--- src/rtl/btb_assoc_lru.sv ---
// Fully-associative branch target buffer with true-LRU replacement and a registered 1-cycle lookup.
// Build option: define BTB_DIRCTR_EN for per-entry 2-bit direction counters (otherwise hit implies taken).
module btb_assoc_lru #(
    parameter int ENTRIES  = 4,
    parameter int TAG_W    = 8,
    parameter int TARGET_W = 32
) (
    input  logic                clk,
    input  logic                reset,
    input  logic                flush,
    input  logic                lookup_valid,
    input  logic [TAG_W-1:0]    lookup_pc,
    output logic                pred_valid,
    output logic                pred_hit,
    output logic                pred_taken,
    output logic [TARGET_W-1:0] pred_target,
    input  logic                upd_valid,
    input  logic [TAG_W-1:0]    upd_pc,
    input  logic                upd_taken,
    input  logic [TARGET_W-1:0] upd_target
);
    localparam int IW = $clog2(ENTRIES);
    typedef logic [IW-1:0] idx_t;
    typedef logic [ENTRIES-1:0][IW-1:0] rank_vec_t;

    logic [ENTRIES-1:0]                valid_q, valid_d;
    logic [ENTRIES-1:0][TAG_W-1:0]     tag_q, tag_d;
    logic [ENTRIES-1:0][TARGET_W-1:0]  target_q, target_d;
    rank_vec_t                         rank_q, rank_d;
`ifdef BTB_DIRCTR_EN
    logic [ENTRIES-1:0][1:0]           ctr_q, ctr_d;
`endif
    logic                pred_valid_q, pred_hit_q, pred_taken_q;
    logic [TARGET_W-1:0] pred_target_q;

    logic [ENTRIES-1:0] lk_match, up_match;
    logic               lk_any, up_any, any_free, lk_taken;
    idx_t               lk_idx, up_idx, free_idx, lru_idx, alloc_idx;

    generate
        for (genvar gi = 0; gi < ENTRIES; gi++) begin : g_match
            assign lk_match[gi] = valid_q[gi] && (tag_q[gi] == lookup_pc);
            assign up_match[gi] = valid_q[gi] && (tag_q[gi] == upd_pc);
        end
    endgenerate

    // Descending scan so the lowest index wins for the free-slot search.
    always_comb begin
        lk_any   = 1'b0;
        up_any   = 1'b0;
        any_free = 1'b0;
        lk_idx   = '0;
        up_idx   = '0;
        free_idx = '0;
        lru_idx  = '0;
        for (int i = ENTRIES - 1; i >= 0; i--) begin
            if (lk_match[i]) begin
                lk_any = 1'b1;
                lk_idx = idx_t'(i);
            end
            if (up_match[i]) begin
                up_any = 1'b1;
                up_idx = idx_t'(i);
            end
            if (!valid_q[i]) begin
                any_free = 1'b1;
                free_idx = idx_t'(i);
            end
            if (rank_q[i] == idx_t'(ENTRIES - 1)) lru_idx = idx_t'(i);
        end
        alloc_idx = any_free ? free_idx : lru_idx;
    end

    function automatic rank_vec_t promote(input rank_vec_t r, input idx_t p);
        rank_vec_t res;
        res = r;
        for (int i = 0; i < ENTRIES; i++) begin
            if (idx_t'(i) == p)  res[i] = '0;
            else if (r[i] < r[p]) res[i] = r[i] + idx_t'(1);
        end
        return res;
    endfunction

`ifdef BTB_DIRCTR_EN
    assign lk_taken = ctr_q[lk_idx][1];
`else
    assign lk_taken = 1'b1;
`endif

    // Lookup promotion is applied before update promotion so the written entry ends MRU.
    always_comb begin
        valid_d  = valid_q;
        tag_d    = tag_q;
        target_d = target_q;
        rank_d   = rank_q;
`ifdef BTB_DIRCTR_EN
        ctr_d    = ctr_q;
`endif
        if (flush) begin
            valid_d = '0;
        end else begin
            if (lookup_valid && lk_any) rank_d = promote(rank_d, lk_idx);
            if (upd_valid && up_any) begin
`ifdef BTB_DIRCTR_EN
                if (upd_taken) begin
                    target_d[up_idx] = upd_target;
                    if (ctr_q[up_idx] != 2'b11) ctr_d[up_idx] = ctr_q[up_idx] + 2'b01;
                end else if (ctr_q[up_idx] != 2'b00) begin
                    ctr_d[up_idx] = ctr_q[up_idx] - 2'b01;
                end
                rank_d = promote(rank_d, up_idx);
`else
                if (upd_taken) begin
                    target_d[up_idx] = upd_target;
                    rank_d = promote(rank_d, up_idx);
                end else begin
                    valid_d[up_idx] = 1'b0;
                end
`endif
            end else if (upd_valid && upd_taken) begin
                valid_d[alloc_idx]  = 1'b1;
                tag_d[alloc_idx]    = upd_pc;
                target_d[alloc_idx] = upd_target;
`ifdef BTB_DIRCTR_EN
                ctr_d[alloc_idx]    = 2'b10;
`endif
                rank_d = promote(rank_d, alloc_idx);
            end
        end
    end

    always_ff @(posedge clk) begin
        if (reset) begin
            valid_q       <= '0;
            pred_valid_q  <= 1'b0;
            pred_hit_q    <= 1'b0;
            pred_taken_q  <= 1'b0;
            pred_target_q <= '0;
            for (int i = 0; i < ENTRIES; i++) begin
                rank_q[i] <= idx_t'(i);
`ifdef BTB_DIRCTR_EN
                ctr_q[i]  <= 2'b01;
`endif
            end
        end else begin
            valid_q       <= valid_d;
            rank_q        <= rank_d;
`ifdef BTB_DIRCTR_EN
            ctr_q         <= ctr_d;
`endif
            pred_valid_q  <= lookup_valid;
            pred_hit_q    <= lookup_valid && lk_any;
            pred_taken_q  <= lookup_valid && lk_any && lk_taken;
            pred_target_q <= (lookup_valid && lk_any) ? target_q[lk_idx] : '0;
        end
    end

    // Tag and target payload need no reset; valid bits gate them.
    always_ff @(posedge clk) begin
        tag_q    <= tag_d;
        target_q <= target_d;
    end

    assign pred_valid  = pred_valid_q;
    assign pred_hit    = pred_hit_q;
    assign pred_taken  = pred_taken_q;
    assign pred_target = pred_target_q;

endmodule

--- config.mk ---
export PLATFORM = sky130hd
export DESIGN_NAME = btb_assoc_lru
export DESIGN_NICKNAME = d
export VERILOG_FILES = /design/src/rtl/btb_assoc_lru.sv
export SDC_FILE = /design/constraint.sdc
export NUM_CORES = 1
export LEC_CHECK = 0
export BUFFER_PORTS_ARGS = -buffer_cell sky130_fd_sc_hd__buf_2
export CORE_AREA = 2 2 162 164
export DETAILED_ROUTE_END_ITERATION = 8
export DIE_AREA = 0 0 164 166
export PLACE_DENSITY = 0.58
export SLEW_MARGIN = 25
export SYNTH_ARGS = -nofsm -noshare
export SYNTH_HDL_FRONTEND = slang
export SYNTH_SLANG_ARGS = --single-unit
--- constraint.sdc ---
create_clock -name clk -period 6.45 [get_ports clk]
set_clock_uncertainty 0.1 [all_clocks]
set_input_delay 0.3225 -clock clk [delete_from_list [all_inputs] [get_ports clk]]
set_output_delay 0.3225 -clock clk [all_outputs]
set_load 0.05 [all_outputs]
# Yosys cells after proc, flatten, opt, wreduce, memory -nomap -nowiden
# Cells that the tools add are included.
dict set report classes {
  n_addsub 8
  n_mul 0
  div_mod_pow 0
  order_cmp 17
  n_eq_ne 23
  n_shift 0
  n_mux 85
  bitwise_logic 6
  n_reduce_logical 22
}
# op n
set ops {}
lappend ops {{$mux W128} 3}
lappend ops {{$bwmux W128} 2}
lappend ops {{$demux W32 S2} 2}
lappend ops {{$mux W32} 3}
lappend ops {{$mux W2} 44}
lappend ops {{$bmux W32 S2} 1}
lappend ops {{$eq A8 B8 Y1} 8}
lappend ops {{$mux W8} 6}
lappend ops {{$bwmux W32} 1}
lappend ops {{$lt A2 B2 Y1} 12}
lappend ops {{$add A2 B1 Y2 const B} 8}
lappend ops {{$demux W8 S2} 1}
lappend ops {{$mux W1} 14}
lappend ops {{$logic_and A1 B1 Y1} 13}
lappend ops {{$bmux W2 S2} 3}
lappend ops {{$eq A2 B2 Y1 const A} 6}
lappend ops {{$mux W4} 3}
lappend ops {{$lt A2 B3 Y1 const B} 3}
lappend ops {{$eq A2 B2 Y1 const B} 4}
lappend ops {{$eq A1 B2 Y1 const A} 3}
lappend ops {{$logic_not A2 Y1} 3}
lappend ops {{$reduce_and A3 Y1} 2}
lappend ops {{$and A4 B4 Y4} 1}
lappend ops {{$demux W1 S2} 2}
lappend ops {{8 further kinds} 13}
dict set report word_totals {
  ff_bits 206
  latch_bits 0
  mem_bits_rw 0
  rom_bits 0
  output_inout_bits 35
  elab_cells 177
  mem_count 0
}

# Longest topological paths before layout
dict set report logic_depth {
  depth_word 20
  depth_mapped 21
}

# Worst setup path before layout
# No wires, ideal clock.
dict set report synth_path {
  path_kind {reg2reg}
  start {reg tag_q[3] in the netlist's numbering}
  end {reg target_q[32] in the netlist's numbering, enable pin}
  setup_ns 0.461
  t_arrival_ns 4.389
  setup_slack_ns 1.500
  path_stages_with_launch 11
  cell_sequence {edfxtp_1 > xor2_1 > nor4_1 > nand4_1 > and2_1 > and2_0 > nor2b_1 > clkbuf_1 > a21oi_1 > clkbuf_1 > nor3_1}
}
dict set report synth_between {
  elab_chain_len 6
  elab_cells_between_ends 7
}
# item line_no
set synth_lines {}
lappend synth_lines {{from (decl)} 27} ;# logic [ENTRIES-1:0][TAG_W-1:0] tag_q, tag_d;
lappend synth_lines {{from (signal assigned)} 160} ;# tag_q <= tag_d;
lappend synth_lines {{$eq A8 B8 Y1 (*)} 43} ;# assign up_match[gi] = valid_q[gi] && (tag_q[gi] == upd_pc);
lappend synth_lines {{$logic_and A1 B1 Y1 (*)} 43}
lappend synth_lines {{$mux W1 (*)} 61} ;# if (up_match[i]) begin
lappend synth_lines {{$logic_and A1 B1 Y1 (*)} 103} ;# if (upd_valid && up_any) begin
lappend synth_lines {{$ne A2 B2 Y1 (no source line) or $reduce_bool A2 Y1 (tied branches)} -}
lappend synth_lines {{$reduce_and A3 Y1 (no source line) (*)} -}
lappend synth_lines {{to (signal assigned)} 161} ;# target_q <= target_d;
lappend synth_lines {{to (decl)} 28} ;# logic [ENTRIES-1:0][TARGET_W-1:0] target_q, target_d;
# Every way passes the cells marked *; elsewhere a longest branch is shown, timed or not.
# A chain may end at the register's enable or synchronous reset.

# Final worst setup path
dict set report layout_path {
  start {reg tag_q[13] in the netlist's numbering}
  end {reg rank_q[1] in the netlist's numbering}
}
dict set report layout_between {
  elab_chain_len 18
  elab_cells_between_ends 49
}
# item line_no
set layout_lines {}
lappend layout_lines {{$eq A8 B8 Y1} 42} ;# assign lk_match[gi] = valid_q[gi] && (tag_q[gi] == lookup_pc);
lappend layout_lines {{$logic_and A1 B1 Y1} 42}
lappend layout_lines {{$mux W2 (2 in a row)} 57} ;# if (lk_match[i]) begin
lappend layout_lines {{$bmux W2 S2} 79} ;# else if (r[i] < r[p]) res[i] = r[i] + idx_t'(1);
lappend layout_lines {{$mux W2 (implied by the code)} 79}
lappend layout_lines {{$lt A2 B2 Y1} 79}
lappend layout_lines {{$mux W2} 79}
lappend layout_lines {{$mux W2} 78} ;# if (idx_t'(i) == p) res[i] = '0;
lappend layout_lines {{$mux W8} 102} ;# if (lookup_valid && lk_any) rank_d = promote(rank_d, lk_idx);
lappend layout_lines {{$mux W8} 99} ;# if (flush) begin
lappend layout_lines {{$bmux W2 S2} 79}
lappend layout_lines {{$mux W2 (implied by the code)} 79}
lappend layout_lines {{$lt A2 B2 Y1} 79}
lappend layout_lines {{$mux W2} 79}
lappend layout_lines {{$mux W2} 78}
lappend layout_lines {{$mux W8 (on tied branches)} {120, 113}}
lappend layout_lines {{$mux W8 (*)} 103}
lappend layout_lines {{to (signal, indexed assignment)} 140} ;# rank_q[i] <= idx_t'(i);
lappend layout_lines {{to (signal assigned)} 147} ;# rank_q <= rank_d;
lappend layout_lines {{to (decl)} 29} ;# rank_vec_t rank_q, rank_d;
# Every way passes the cells marked *; elsewhere a longest branch is shown, timed or not. The select of a mux whose other input is x is not followed.

==> summary.txt <==
Status
  – Outcome: complete, no violations

Synth
  – Synth Register Bits: approximately 210
  – Netlist cell types: 74
  – Post-synthesis adder-cell area fraction: 0.0149
  – Proportion of synthesized area in mux cells: 0.00199
  – Synth Area in Compound Gates: 0.126
  – Post-Syn Instances: between 900 and 1000
  – Syn Nets: approximately 980
  – Async S/R FF share, synth: 0
  – Mapped cell area: ~10000 um^2
  – Top_reg_cell synth: edfxtp_1
  – Largest family of logic cells by synthesized area: simple AND/OR/NAND/NOR gates
  – Avg Synthesized Cell Area: around 11 um^2
  – Xor/xnor share of the synthesized area: 0.0605
  – Synthesis warning total: 0
  – Register area share after synthesis: 0.570
  – Simple-gate share of the synthesized area: 0.197
  – Number of synthesized flops with an enable pin: between 150 and 200

Worst setup path
  – Kind of critical path: reg2reg
  – Critical path cell sequence: xnor2_1, nand3_1, nor3_1, a21oi_1, a221oi_4, or2_1, or4_1, a21oi_1, nor3b_1, inv_1, o21ai_0, a211oi_1, ha_1, nor4_1, o21ai_0, o221a_2, a31oi_1
  – Crit path depth: 17
  – Slowest-stage cell, CP: nor3_1
  – CP required: between 6 and 7 ns
  – Worst Path Buf+Inv: 1
  – CP top delay family: simple AND/OR/NAND/NOR gates
  – Critical Path Sink Type: register
  – Delay of the slowest cell on the worst path: just over 0.7 ns
  – Crit path DAT: ~5.5 ns
  – Critical Path Source Type: register
  – Worst-path fanout max: 9
  – FF-to-FF path depth: 17

STA
  – Total negative slack: 0 ns
  – Max-slew headroom: 0.372
  – RSZ-0062 raised after global routing: no
  – Final slew viol count: 0
  – Max Freq: between 150 and 200 MHz
  – Fin Hold WS: just over 0.02 ns
  – Tmin final: between 5 and 6 ns
  – Setup Viol. Count Final: 0
  – Final Cycle Share: 0.806
  – Tightest Pin Transition: around 0.94 ns
  – Fin. Hold Viols: 0

Die
  – Initial Util: 0.392
  – Rows: 59
  – Die Y: 166 um
  – Core Area: 25600 um^2
  – Die ar.: approximately 27000 um^2
  – Die span in x: 164 um
  – # IOs: between 80 and 90

Drt
  – Vias: 7148
  – Pre-antenna DRT Iters: 4
  – Post-DRT Antenna Nets: 0
  – Routed wire length: about 26000 um
  – Via density: 5.35
  – DR WL/cell: around 19 um
  – Drt drc: 0
  – 1st-iter DRT viols: roughly 530

Clocking
  – Post-CTS Setup Repair Bufs: 0
  – Num Clock Sinks: 206
  – Worst-path clk slew: about 0.06 ns
  – Clk_lat worst skew: slightly above 0.5 ns
  – CTS tree: yes
  – Root buffer cell: clkbuf_16
  – Longest Clk Path Bufs: 3
  – Number of buffers created by CTS: 22
  – H-tree depth: 1
  – Hold_buf cts: 0
  – Post_cts resized: 0

Finish
  – Fraction of layout cells with a size suffix above 1: 0.173
  – Number of fill cells: between 2000 and 2500
  – Post-layout instance area: approximately 12000 um^2
  – Most common library cell in the layout ignoring fill and taps: edfxtp_1
  – Highest-count cells in the layout ignoring fill and taps: 160 x edfxtp_1, 101 x and2_1, 101 x nand2_1, 88 x buf_2, 61 x nor2_1
  – Synthesis-to-layout area growth: 14.8%
  – # nets final: between 1000 and 1500

Global route
  – Total track usage: 0.187
  – Total grt overflow: 0
  – Largest net degree at the start of global routing: 35
  – Global-route wire length before repair: approximately 40000 um
  – Initial antenna violation count: 1
  – Number of global-route vias before repair: slightly above 7000

Placed design
  – Post-DP HPWL: around 16000 um
  – DP Area: 10800 um^2
  – Port bufs: 88
  – Placer Congestion: about 0.94

Power and ir drop
  – Peak VDD IR: 0.207 mV
  – Power Density: ~250 nW/um^2
  – LEAKAGE: ~4.1 nW

Run
  – Max cap viols: 0

Min path
  – Worst hold path cell count: 2
  – Hold Crit Class: in2reg
synthesized netlist by cell type, types with 18 or more instances:
library cell	instances	area, um^2
edfxtp_1	160	4800
and2_1	101	632
nand2_1	101	379
nor2_1	64	240
a21oi_1	52	260
dfxtp_1	46	921
xnor2_1	44	385
clkbuf_1	38	143
nor2b_1	35	219
a221oi_1	32	280
o21ai_0	29	145
xor2_1	18	158
power by group:
part / internal (W) / switching, W / leakage (nW) / total, W
Clock: 0.000712 / 0.000507 / 0.351 / 0.00122
Sequential: 0.00143 / 0.0000129 / 1.85 / 0.00145
Combinational: 0.0000740 / 0.000109 / 1.90 / 0.000183
routing by layer:
| layer | share of wire | track usage | vias up |
|---|---|---|---|
| met4 | 0.028 | 0.0610 | 2 |
| met2 | 0.47 | 0.308 | 199 |
| met5 | 0.00051 | 0 | - |
| met3 | 0.051 | 0.0312 | 41 |
| li1 | - | - | 3436 |
| met1 | 0.45 | 0.250 | 3470 |
per-stage QoR:
step                power [W]  setup slack [ns]  utilization  cells
finish                0.00285              1.25        0.450   1336
global route          0.00295             0.619        0.450   1335
global placement      0.00166              1.40        0.423   1295
floorplan             0.00160              1.50            -    909
CTS                   0.00288              1.27        0.450   1335
detailed placement    0.00166              1.24        0.423   1295
registers in the layout, summed over array words and instances, names as in the netlist:
register / count
target_q: 128
pred_target: 32
tag_q: 32
rank_q: 8
valid_q: 4
pred_taken: 1
pred_valid: 1
logic make-up after synthesis:
kind of cell / after synthesis
compound gates: 181
xor+xnor: 66
fa+ha+maj: 12
buf+inv: 64
flops: 206
mux: 2
simple gates: 378
worst register-to-register path, delay by kind of cell, from the launching register on:
| family | cells | cell delay (ns) |
|---|---|---|
| compound gates | 8 | 1.52 |
| fa+ha+maj | 1 | 0.38 |
| xor+xnor | 1 | 0.18 |
| flops | 1 | 0.43 |
| simple gates | 6 | 2.37 |
| buf+inv | 1 | 0.14 |
path summary, 6_finish.rpt:
path | to | slack (ns) | startpoint
worst max register to register | rank_q[1] | 1.25 | tag_q[13]
worst min register to register | pred_target[15] | 0.39 | target_q[111]
worst max-delay path | rank_q[1] | 1.25 | tag_q[13]
worst min-delay path | target_q[19] | 0.02 | upd_target[19]
cell type report:
type / count / area [um^2] / share of cell area
Sequential cell: 206 / 5730 / 0.496
Clock buffer: 28 / 613 / 0.0531
Clock inverter: 12 / 93.8 / 0.00813
Tap cell: 335 / 419 / 0.0363
Multi-Input combinational cell: 639 / 4070 / 0.352
Inverter: 13 / 48.8 / 0.00423
Timing Repair Buffer: 102 / 571 / 0.0494
Antenna cell: 1 / 2.50 / 0.000217
(Power assumes the default switching activity.)
